<file path="config.mk">
export PLATFORM = sky130hd
export DESIGN_NAME = fetch_unit_flat
export DESIGN_NICKNAME = d
export VERILOG_FILES = /design/src/rtl/fetch_pkg.sv /design/src/rtl/fetch_if.sv /design/src/rtl/fetch_unit.sv /design/src/flat_wrapper.sv
export SDC_FILE = /design/constraint.sdc
export NUM_CORES = 1
export LEC_CHECK = 0
export CORE_UTILIZATION = 40
export CTS_BUF_LIST = sky130_fd_sc_hd__clkbuf_8
export CTS_CLUSTER_DIAMETER = 100
export CTS_CLUSTER_SIZE = 28
export DETAILED_ROUTE_END_ITERATION = 8
export PLACE_DENSITY = 0.72
export SYNTH_ARGS = -nofsm -noshare
export SYNTH_HDL_FRONTEND = slang
export SYNTH_SLANG_ARGS = --single-unit
</file>
<file path="constraint.sdc">
create_clock -name clock_in -period 2 [get_ports clock_in]
set_input_delay 0.3 -clock clock_in [delete_from_list [all_inputs] [get_ports clock_in]]
set_output_delay 0.3 -clock clock_in [all_outputs]
set_load 0.03 [all_outputs]
</file>
<file path="src/rtl/fetch_pkg.sv">
// Shared types and constants for the instruction fetch unit.
package fetch_pkg;

    localparam int ADDR_W_DEF  = 32;
    localparam int DATA_W_DEF  = 32;
    localparam int PC_STEP_DEF = 4;

    // Value the PC write port shows out of reset.
    localparam logic [63:0] RESET_PC = 64'h0;

    typedef enum logic [2:0] {
        IDLE,
        REQ,
        FLUSH,
        HOLD,
        SYNC,
        FAULT
    } state_t;

endpackage

</file>
<file path="src/rtl/fetch_if.sv">
// Bundle of all fetch-unit signals toward the PC register, instruction memory and decode.
// master = fetch unit side, slave = surrounding PC register / memory / decode side.
interface fetch_if #(
    parameter int ADDR_W = 32,
    parameter int DATA_W = 32
);
    // PC register
    logic [ADDR_W-1:0] pc_in;
    logic [ADDR_W-1:0] pc_next;
    logic              pc_write;
    // Redirect
    logic              branch_valid;
    logic [ADDR_W-1:0] branch_target;
    // Instruction memory
    logic              mem_req;
    logic [ADDR_W-1:0] mem_addr;
    logic              mem_ready;
    logic [DATA_W-1:0] mem_rdata;
    // Decode
    logic [DATA_W-1:0] instr_out;
    logic              instr_valid;
    logic              instr_ready;
    // Status
    logic              fault;

    modport master (
        input  pc_in, branch_valid, branch_target, mem_ready, mem_rdata, instr_ready,
        output pc_next, pc_write, mem_req, mem_addr, instr_out, instr_valid, fault
    );

    modport slave (
        output pc_in, branch_valid, branch_target, mem_ready, mem_rdata, instr_ready,
        input  pc_next, pc_write, mem_req, mem_addr, instr_out, instr_valid, fault
    );

endinterface

</file>
<file path="src/rtl/fetch_unit.sv">
// Instruction fetch unit: reads the PC, fetches one word over a req/ready
// handshake, hands it to decode over valid/ready, and writes PC+step or a
// branch target back to the PC register.
// Optional misaligned-fetch trap: define FETCH_ALIGN_CHECK_EN.
module fetch_unit
    import fetch_pkg::*;
#(
    parameter int ADDR_W  = ADDR_W_DEF,
    parameter int DATA_W  = DATA_W_DEF,
    parameter int PC_STEP = PC_STEP_DEF
) (
    input logic      clock_in,
    input logic      signal_reset,
    fetch_if.master  bus
);

    state_t            state;
    logic [ADDR_W-1:0] target_q;
    logic [ADDR_W-1:0] pc_next_q;
    logic              pc_write_q;
    logic [DATA_W-1:0] instr_q;
    logic              instr_valid_q;
    logic              misaligned;
    logic              mem_req;
    logic              xfer;

`ifdef FETCH_ALIGN_CHECK_EN
    logic              fault_q;
    // A REQ cycle on a misaligned PC never raises a request.
    assign misaligned = (state == REQ) && (bus.pc_in[1:0] != 2'b00);
    assign bus.fault  = fault_q;
`else
    assign misaligned = 1'b0;
    assign bus.fault  = 1'b0;
`endif

    assign mem_req        = ((state == REQ) && !misaligned) || (state == FLUSH);
    assign xfer           = mem_req && bus.mem_ready;
    assign bus.mem_req    = mem_req;
    assign bus.mem_addr   = mem_req ? bus.pc_in : '0;
    assign bus.pc_next    = pc_next_q;
    assign bus.pc_write   = pc_write_q;
    assign bus.instr_out  = instr_q;
    assign bus.instr_valid = instr_valid_q;

    // Fetch state machine with registered PC-write, instruction and fault outputs.
    // NOTE: state and outputs use non-blocking assignments so every branch reads
    // the pre-edge values and the block behaves like the flops it describes.
    always_ff @(posedge clock_in) begin
        if (signal_reset) begin
            state         <= IDLE;
            target_q      <= ADDR_W'(RESET_PC);
            pc_next_q     <= ADDR_W'(RESET_PC);
            pc_write_q    <= 1'b0;
            instr_q       <= '0;
            instr_valid_q <= 1'b0;
`ifdef FETCH_ALIGN_CHECK_EN
            fault_q       <= 1'b0;
`endif
        end else begin
            // The write strobe is a single-cycle pulse unless re-armed below.
            pc_write_q <= 1'b0;
            case (state)
                IDLE: begin
                    if (bus.branch_valid) begin
                        pc_next_q  <= bus.branch_target;
                        pc_write_q <= 1'b1;
                        state      <= SYNC;
                    end else begin
                        state <= REQ;
                    end
                end
                REQ: begin
                    if (bus.branch_valid) begin
                        // Nothing outstanding if the data arrived now or no request was raised.
                        if (xfer || misaligned) begin
                            pc_next_q  <= bus.branch_target;
                            pc_write_q <= 1'b1;
                            state      <= SYNC;
                        end else begin
                            target_q <= bus.branch_target;
                            state    <= FLUSH;
                        end
                    end else if (misaligned) begin
`ifdef FETCH_ALIGN_CHECK_EN
                        fault_q <= 1'b1;
`endif
                        state   <= FAULT;
                    end else if (xfer) begin
                        instr_q       <= bus.mem_rdata;
                        instr_valid_q <= 1'b1;
                        pc_next_q     <= bus.pc_in + ADDR_W'(PC_STEP);
                        pc_write_q    <= 1'b1;
                        state         <= HOLD;
                    end
                end
                FLUSH: begin
                    if (xfer) begin
                        pc_next_q  <= bus.branch_valid ? bus.branch_target : target_q;
                        pc_write_q <= 1'b1;
                        state      <= SYNC;
                    end else if (bus.branch_valid) begin
                        target_q <= bus.branch_target;
                    end
                end
                HOLD: begin
                    if (bus.branch_valid) begin
                        instr_valid_q <= 1'b0;
                        pc_next_q     <= bus.branch_target;
                        pc_write_q    <= 1'b1;
                        state         <= SYNC;
                    end else if (bus.instr_ready) begin
                        instr_valid_q <= 1'b0;
                        state         <= REQ;
                    end
                end
                SYNC: begin
                    if (bus.branch_valid) begin
                        pc_next_q  <= bus.branch_target;
                        pc_write_q <= 1'b1;
                    end else begin
                        state <= REQ;
                    end
                end
`ifdef FETCH_ALIGN_CHECK_EN
                FAULT: begin
                    if (bus.branch_valid) begin
                        fault_q    <= 1'b0;
                        pc_next_q  <= bus.branch_target;
                        pc_write_q <= 1'b1;
                        state      <= SYNC;
                    end
                end
`endif
                default: state <= IDLE;
            endcase
        end
    end

endmodule

</file>
<file path="src/flat_wrapper.sv">
// flat-port wrapper written by rule: the top's interface ports become plain ports
module fetch_unit_flat import fetch_pkg::*;
#(
    parameter int ADDR_W  = ADDR_W_DEF,
    parameter int DATA_W  = DATA_W_DEF,
    parameter int PC_STEP = PC_STEP_DEF
)
  (clock_in, signal_reset, bus_pc_in, bus_branch_valid, bus_branch_target, bus_mem_ready, bus_mem_rdata, bus_instr_ready, bus_pc_next, bus_pc_write, bus_mem_req, bus_mem_addr, bus_instr_out, bus_instr_valid, bus_fault);
  fetch_if #(.ADDR_W(ADDR_W), .DATA_W(DATA_W)) bus_i ();
  input logic clock_in;
  input logic signal_reset;
  input wire logic [$bits(bus_i.pc_in)-1:0] bus_pc_in;
  input wire logic [$bits(bus_i.branch_valid)-1:0] bus_branch_valid;
  input wire logic [$bits(bus_i.branch_target)-1:0] bus_branch_target;
  input wire logic [$bits(bus_i.mem_ready)-1:0] bus_mem_ready;
  input wire logic [$bits(bus_i.mem_rdata)-1:0] bus_mem_rdata;
  input wire logic [$bits(bus_i.instr_ready)-1:0] bus_instr_ready;
  output wire logic [$bits(bus_i.pc_next)-1:0] bus_pc_next;
  output wire logic [$bits(bus_i.pc_write)-1:0] bus_pc_write;
  output wire logic [$bits(bus_i.mem_req)-1:0] bus_mem_req;
  output wire logic [$bits(bus_i.mem_addr)-1:0] bus_mem_addr;
  output wire logic [$bits(bus_i.instr_out)-1:0] bus_instr_out;
  output wire logic [$bits(bus_i.instr_valid)-1:0] bus_instr_valid;
  output wire logic [$bits(bus_i.fault)-1:0] bus_fault;
  assign bus_i.pc_in = bus_pc_in;
  assign bus_i.branch_valid = bus_branch_valid;
  assign bus_i.branch_target = bus_branch_target;
  assign bus_i.mem_ready = bus_mem_ready;
  assign bus_i.mem_rdata = bus_mem_rdata;
  assign bus_i.instr_ready = bus_instr_ready;
  assign bus_pc_next = bus_i.pc_next;
  assign bus_pc_write = bus_i.pc_write;
  assign bus_mem_req = bus_i.mem_req;
  assign bus_mem_addr = bus_i.mem_addr;
  assign bus_instr_out = bus_i.instr_out;
  assign bus_instr_valid = bus_i.instr_valid;
  assign bus_fault = bus_i.fault;
  fetch_unit #(.ADDR_W(ADDR_W), .DATA_W(DATA_W), .PC_STEP(PC_STEP)) u_core (.clock_in(clock_in), .signal_reset(signal_reset), .bus(bus_i));
endmodule
</file>
After elaboration in Yosys (flattened, before gate mapping) --
Index checks and enable logic that the tools add are counted.
Cells by class: $add $sub $neg 1, equal/unequal tests 14, mux-type cells 29, bitwise operators 1, reductions and logical operators 13
Operators with widths (number):
- 2-to-1 mux 32 bit | 10
- case mux 32 bit (3 select lines) | 1
- case mux 32 bit (2 select lines) | 1
- adder 32 x 3 -> 32 bit, second input constant | 1
- 2-to-1 mux 3 bit | 8
- AND reduction 4 bit | 4
- case mux 3 bit (5 select lines) | 1
- != test 2 bit, second input constant | 5
- equality test 3 x 2 -> 1 bit, second input constant | 2
- 2-to-1 mux 1 bit | 6
- != test 2 x 1 -> 1 bit, second input constant | 3
- case mux 1 bit (2 select lines) | 2
- nonzero test 2 bit | 2
- equality test 3 x 1 -> 1 bit, second input constant | 1
- equality test 3 bit, second input constant | 1
- logical NOT 3 bit | 1
- != test 3 x 2 -> 1 bit, second input constant | 1
- != test 3 bit, second input constant | 1
- AND reduction 3 bit | 1
- nonzero test 3 bit | 1
- OR reduction 3 bit | 1
- OR reduction 2 bit | 1
- logical AND 1 bit | 1
- logical OR 1 bit | 1
- NOT 1 bit | 1
Word-level totals: register bits after elaboration 101, output and inout bits 100, logic and storage cells 64

Longest topological paths before layout --
depth after elaboration 6, mapped depth 9

Worst setup path before layout --
No wires, ideal clock.
kind register to output, from register u_core.state[0], to output port bus_mem_addr[20], arrival time 1.823 ns, data required time 1.700 ns, slack -0.123 ns, stages on the path, launching flop included 7, cells stage by stage dfxtp_1 > buf_2 > xnor2_1 > clkbuf_1 > nor2_1 > clkbuf_1 > and2_1
Between the ends: word-level cells in the longest chain between the ends 3, elaborated cells between the ends (all ways) 4, those cells by class 2 x eq/ne; 1 x mux; 1 x reduce/logical
Ends and longest elaborated chain:
- start, declared | line fetch_unit.sv:17 | state_t state;
- start signal, assigned | line fetch_unit.sv:51 | state <= IDLE;
- start signal, assigned | line fetch_unit.sv:68 | state <= SYNC;
- start signal, assigned | line fetch_unit.sv:70 | state <= REQ;
- equality test 3 x 1 -> 1 bit or equality test 3 x 2 -> 1 bit (tied branches) | line fetch_unit.sv:37 | assign mem_req = ((state == REQ) && !misaligned) || (state == FLUSH);
- logical OR 1 bit (*) | line fetch_unit.sv:37
- named net bus_mem_req | line flat_wrapper.sv:20 | output wire logic [$bits(bus_i.mem_req)-1:0] bus_mem_req;
- 2-to-1 mux 32 bit (*) | line fetch_unit.sv:40 | assign bus.mem_addr = mem_req ? bus.pc_in : '0;
- end, declared | line flat_wrapper.sv:21 | output wire logic [$bits(bus_i.mem_addr)-1:0] bus_mem_addr;
The timed path passes the listed nets; every way through them passes the cells marked *.

Worst setup path in the final report --
from register u_core.state[0], to output port bus_mem_addr[21]
Between the ends: word-level cells in the longest chain between the ends 3, elaborated cells between the ends (all ways) 4, those cells by class 2 x eq/ne; 1 x mux; 1 x reduce/logical
Ends and longest elaborated chain (line):
- equality test 3 x 1 -> 1 bit or equality test 3 x 2 -> 1 bit (tied branches) | fetch_unit.sv:37
- logical OR 1 bit (*) | fetch_unit.sv:37
- 2-to-1 mux 32 bit (*) | fetch_unit.sv:40
Mark *: on every way between the ends. The rest lies on a longest branch, timed or not.

==> impl_metrics.py <==
metrics = {
    "timing": {
        "fmax_mhz": 498,
        "clock_skew_ns": 0.00924,
        "relSlewSlack_pct": 61.0,
        "setup_ws_ns": -0.00706,
        "min_period_over_period_pct": 100,
        "fin_tns_setup_ns": -0.00847,
        "setup_violations": 2,
        "tightestPinTransition_ns": 0.579,
        "rsz0062_at_grt": "true",
        "period_minus_slack_ns": 2.01,
        "maxSlewViolCount": 0,
        "final-hold-violation-count": 0,
    },
    "clock_tree": {
        "root_buffer": "clkbuf_8",
        "cts_max_level": 3,
        "clk_latency_ns": 0.39,
        "clk_pin_slew_ns": 0.11,
        "cts_hold_buf": 0,
        "cts_buffer_depth": 2,
        "cts_tree": "done",
        "numCtsBuffers": 9,
        "clock-sinks": 101,
    },
    "finish": {
        "fillers": 1228,
        "final_common_cell": "clkdlybuf4s50_1",
        "nNetsFinal": 1109,
        "design_area_um2": 8870,
        "diodes": 0,
        "area_growth_pct": 54.3,
        "mostFrequentLayoutCells": "165 x clkdlybuf4s50_1, 160 x nand2_1, 112 x buf_4",
        "drive_gt1_share_pct": 19.1,
    },
    "power": {
        "power_leakage_nw": 3.31,
        "max-vdd-ir-drop_uv": 418,
        "power_frac_comb_pct": 36.8,
        "sw_frac_of_total_pct": 35.4,
        "powerDensity_nw_per_um2": 627,
        "power_mw": 5.56,
        "p_seq_share_pct": 39.7,
        "p_int_mw": 3.59,
        "power_switching_mw": 1.97,
        "p_clk_share_pct": 23.5,
    },
    "synth": {
        "syn_nets": 857,
        "synth_edf_count": 0,
        "synth.distinct_cells": 76,
        "syn_area_per_cell_um2": 7.61,
        "syn-cell-area_um2": 5750,
        "ys_ff_latch": 101,
        "ys_async_sr_fraction_pct": 0,
        "ys_warn_count": 0,
        "seq_area_frac_synth_pct": 35.2,
        "ys.flop_type": "dfxtp_1",
        "synthCells": 755,
    },
    "global_route": {
        "grtUsageTotal_pct": 27.1,
        "grt_pass1_wl_mm": 31.4,
        "antenna_found_initial": 0,
        "grt_pass1_vias": 5952,
        "grt_max_degree": 38,
        "grt.overflow.total": 0,
    },
    "routing": {
        "wl_per_cell_um": 16.9,
        "wl_met2_mm": 9.21,
        "finalWirelength_mm": 20.1,
        "dr.pass1.iters": 5,
        "ant_nets": 0,
        "vias_per_cell": 5.55,
        "drc": 0,
        "wl_met1_mm": 8.87,
        "dr.first_iter.drc_count": 521,
        "dr.max_layer_used": "met4",
        "vias": 6612,
        "routed-wl-met3_mm": 1.66,
    },
    "setup_path": {
        "critPathMaxStageDelay_ns": 0.37,
        "critical_path_class": "reg -> out",
        "crit_path_end_kind": "output port",
        "cpMaxStageDelayCell": "dfxtp_4",
        "cp_top_family": "buffers and inverters",
        "crit_chain": "buf_12, xnor2_4, nor2_4, buf_8, and2_1, buf_6",
        "crit_buf_inv": 3,
        "critical_path_arrival_ns": 1.71,
        "required_ns": 1.70,
        "worstPathMaxFanout": 15,
        "startpoint_type": "flip-flop",
    },
    "worst_hold_path": {
        "hp-class": "in -> reg",
    },
    "place": {
        "globalplace.congestion": 0.889,
        "dp_slack_ns": -0.315,
        "dpl-instance-area_um2": 8420,
        "port_buffers": 199,
        "dp_hpwl_mm": 14.5,
    },
    "die": {
        "start_util_pct": 41.3,
        "core_area_um2": 13900,
        "std_cell_rows": 43,
        "die_y_um": 122,
        "die-area_um2": 14900,
        "io_pins": 201,
        "die-width_um": 122,
    },
    "run_status": {
        "violations": "negative setup slack",
        "status": "finished with violations",
    },
    "flow_run": {
        "cap_viol_max_count": 0,
    },
}
-- worst register-to-register path: cells and delay by family (launching register included) --
| family | cells | cell delay (ns) |
|---|---|---|
| AND/OR/NAND/NOR | 1 | 0.13 |
| flip-flops | 1 | 0.38 |
| multiplexers | 1 | 0.29 |
| AO/OA/AOI/OAI | 3 | 0.68 |
| buffers and inverters | 2 | 0.32 |
-- synth_stat cells (6+ instances only) --
library cell / n / area, µm²
nand2b_1: 11 / 68.8
and2_1: 26 / 163
nand3_1: 15 / 75.1
a21oi_1: 96 / 480
o31ai_1: 13 / 97.6
o22a_1: 10 / 87.6
clkbuf_1: 36 / 135
or3_1: 10 / 62.6
o32ai_1: 6 / 52.6
a22oi_1: 7 / 52.6
nand4_1: 11 / 68.8
nor3_1: 17 / 85.1
xor2_1: 12 / 105
inv_1: 14 / 52.6
nand2_1: 160 / 601
o21ai_0: 20 / 100
buf_2: 13 / 65.1
o22ai_1: 13 / 81.3
a221oi_1: 7 / 61.3
dfxtp_1: 101 / 2020
o221ai_1: 17 / 149
buf_6: 7 / 78.8
xnor2_1: 9 / 78.8
nor2_1: 32 / 120
-- stage by stage --
| step | utilization, % | hold WS, ns | std cells |
|---|---|---|---|
| finish | 63.6 | 0.298 | 1192 |
| global route | 63.6 | 0.291 | 1192 |
| CTS | 63.1 | 0.280 | 1188 |
| detailed placement | 60.4 | 0.441 | 1169 |
| global placement | 60.4 | 0.435 | 1169 |
| floorplan | - | 0.431 | 755 |
-- metal layers --
| metal | global-route usage (%) | vias to the layer above |
|---|---|---|
| met4 | 8.56 | 0 |
| met1 | 36.4 | 3056 |
| li1 | - | 3214 |
| met5 | 0 | - |
| met2 | 42.5 | 313 |
| met3 | 6.65 | 29 |
-- final cells by class --
| type | instances | area, µm² | share of cell area [%] |
|---|---|---|---|
| Multi-Input combinational cell | 576 | 3470 | 39.1 |
| Timing Repair Buffer | 303 | 2900 | 32.6 |
| Sequential cell | 101 | 2030 | 22.9 |
| Tap cell | 180 | 225 | 2.54 |
| Clock buffer | 10 | 138 | 1.55 |
| Inverter | 16 | 60.1 | 0.677 |
| Clock inverter | 6 | 51.3 | 0.578 |
-- path summary, 6_finish.rpt --
check	from	endpoint	slack, ns	cells after the start
hold / removal	signal_reset	u_core.target_q[27]	0.30	2
setup reg to reg	u_core.state[1]	u_core.bus.pc_next[27]	0.11	7
setup / recovery	u_core.state[0]	bus_mem_addr[21]	-0.007	6
hold reg to reg	u_core.bus.pc_next[11]	u_core.bus.pc_next[11]	0.45	2
-- power groups by stage --
stage	logic, mW	clock network (mW)	registers [mW]
global route	2.18	1.41	2.22
CTS	2.00	1.33	2.21
global placement	1.90	0	2.25
finish	2.05	1.30	2.21
detailed placement	1.91	0	2.25
floorplan	0.858	0	2.41
-- cell families after synthesis --
group           after synthesis  synth area share [%]
compound gates              234                  27.1
xor+xnor                     21                  3.20
fa+ha+maj                     1                 0.218
buf+inv                      78                  6.35
flops                       101                  35.2
mux                           5                  1.02
other cells                   1                0.0652
simple gates                314                  26.9
-- state kept, by name, indices dropped and copies added (netlist names) --
name and count:
u_core.bus.instr_out 32, u_core.bus.pc_next 32, u_core.target_q 32, u_core.state 3, u_core.bus.instr_valid 1, u_core.bus.pc_write 1
-- repair_timing --
item,in CTS,in global routing
resized for setup,29,11
pin swaps,0,0
cloned,3,0
setup buffers,0,4
hold endpoints to repair,0,0
setup endpoints to repair,33,32
No activity file was read; power rests on OpenSTA's default activity.
==> patch (config.mk and constraints unchanged) <==
Encoding of `state_t`: now one-hot (6 bits for 6 states).
--- a/src/rtl/fetch_pkg.sv
+++ b/src/rtl/fetch_pkg.sv
@@ -8,13 +8,13 @@
     // Value the PC write port shows out of reset.
     localparam logic [63:0] RESET_PC = 64'h0;
 
-    typedef enum logic [2:0] {
-        IDLE,
-        REQ,
-        FLUSH,
-        HOLD,
-        SYNC,
-        FAULT
+    typedef enum logic [5:0] {
+        IDLE  = 6'b000001,
+        REQ   = 6'b000010,
+        FLUSH = 6'b000100,
+        HOLD  = 6'b001000,
+        SYNC  = 6'b010000,
+        FAULT = 6'b100000
     } state_t;
 
 endpackage
Function: same outputs for any inputs over 4 cycles, from zero or initial values and one cycle with signal_reset high; so few cycles prove little.
==> patch against the original RTL <==
  * Synthesized cell count decreased by 6.6%
  * Area after synthesis decreased by 5.3%
  * Via count decreased by 5.2%
  * Routed wire length decreased by 5.5%
  * Die area decreased by 5.2%
  * Design area decreased by 1.1%
  * Count of clock-buffer cells in the layout unchanged
  * Setup slack improved by 11 ps
  * Core utilization increased by 2.6 points
  * First-iteration DRC count increased by 8.4%
  * Sequential cell count increased by 2
  * Critical endpoint is now bus_mem_addr[10]
  * Highest routed layer unchanged
Power is not compared: it rests on default switching activity, and its combinational part moved more than twofold at a synthesized area within 25%.
==> patch: results (changes against the original RTL) <==
n_diodes 0 (unchanged); Final GP Congestion 0.873 (-1.8%); Post-Synth Adder-Cell Area 0.00230 (+0.000122); mux contribution to synthesized area 0.00620 (-0.00402); Syn Nets 807 (-5.8%); Placement Cell Area 8090 um^2 (-3.9%); antenna violations before repair 0 (unchanged); Yosys reg bits 103 (+2.0%); synth unique cells 54 (-29%); R2R Path End u_core.bus.pc_next[12]; Syn Area/Cell 7.72 um^2 (+1.4%); most area-consuming cells after synthesis dfxtp_1 (38%), nand2_1 (11%), a21oi_1 (7.3%); clock skew 9.93 ps (+0.683 ps); largest net degree at the start of global routing 46 (+21%); post-synthesis sequential area ratio 0.379 (+0.0270); crit path DAT roughly 1700 ps; Max transition margin 0.645 (+0.0352); DRT Pass-1 Iters 5 (unchanged); violation count after the first detailed-route iteration 565 (+8.4%); GRT Total Usage 0.252 (-0.0189); Reg2Reg Launch Point u_core.state[0]; Worst-path clk slew 100 ps; CP top delay family flip-flops; Post-Place Worst Slack -481 ps (-166 ps); DP HPWL 13.2 mm (-8.7%); worst hold stages 2 (unchanged); first-pass GRT wire length 28.6 mm (-9.0%); Synth Area in XOR/XNOR 0.0450 (+0.0130); fraction of layout cells with a size suffix above 1 0.229 (+0.0385); via/cell ratio 5.50 (-0.85%); Leakage 0.00326 uW; R2R depth 6 (-1); CP max FO 9 (-6); Hold EP u_core.bus.instr_out[17]; Hold WS 390 ps (+91.5 ps); Logic power comb 4260 uW; nets@finish 1061 (-4.3%); WL per Instance 16.7 um (-1.1%); Compound-Gate Fraction of Synth Area 0.240 (-0.0309); Synth Flop Type dfxtp_1; vias in the first global route 5917 (-0.59%); Worst path slowest cell dfxtp_4; WL final 19.0 mm (-5.5%); outcome completed; Post-synth top cells nand2_1 (162), dfxtp_1 (103), a21oi_1 (79); Setup Total Neg Slack 0 ps (+8.47 ps); Clock Path Buffers 2 (unchanged); worst reg-to-reg setup slack 30 ps (-80 ps)
-- patch: changes by cell type in the layout (fill, tap and decap cells not counted), sizes merged, moves of 9 or more --
cell    delta
o31ai     -11
or3       -10
inv       -16
buf        -9
a211oi    +12
o22ai     -13
xnor2      +9
o221ai    -15
o22a      -10
nor2      +19
a311oi    +18
a21oi     -18
-- patch: worst reg2reg max path: cells and delay by family, from the launching register on --
family,cells,cell delay (ps)
compound gates,4,1100
flops,1,380
buf+inv,1,200
xor+xnor,1,170
-- patch: repair_timing --
| action | in CTS | in global routing |
|---|---|---|
| setup endpoints to repair | 45 | 65 |
| resized for setup | 11 | 73 |
| buffers inserted | 2 | 7 |
| hold buffers | 0 | 0 |
| gates cloned | 0 | 4 |
| pin swaps | 3 | 11 |
-- patch: metal layers --
metal / part of all wire / wire, um / global-route usage
met5: 0 / 0 / 0
met4: 0.032 / 602 / 0.110
met3: 0.057 / 1090 / 0.0444
met2: 0.51 / 9660 / 0.444
met1: 0.40 / 7650 / 0.298
-- patch: final cells by class --
cell class	count	area, um^2
Fill cell	1122	4480
Multi-Input combinational cell	547	3300
Clock buffer	10	138
Timing Repair Buffer	296	2940
Tap cell	176	220
Inverter	2	7.51
Sequential cell	103	2080
Clock inverter	6	83.8
-- patch: worst max path at each step --
stage,to,slack [ps],from
floorplan,u_core.bus.pc_next[19],130,bus_mem_ready
global placement,u_core.bus.pc_next[14],-350,bus_pc_in[2]
detailed placement,u_core.bus.pc_next[12],-480,bus_pc_in[2]
CTS,u_core.bus.pc_next[12],-1,bus_pc_in[2]
global route,bus_mem_addr[0],-70,u_core.state[0]
finish,bus_mem_addr[10],3,u_core.state[0]
-- patch: logic make-up after synthesis --
family	Yosys count
simple gates	328
compound gates	186
flops	103
buf+inv	55
xor+xnor	28
mux	3
fa+ha+maj	1
other cells	1
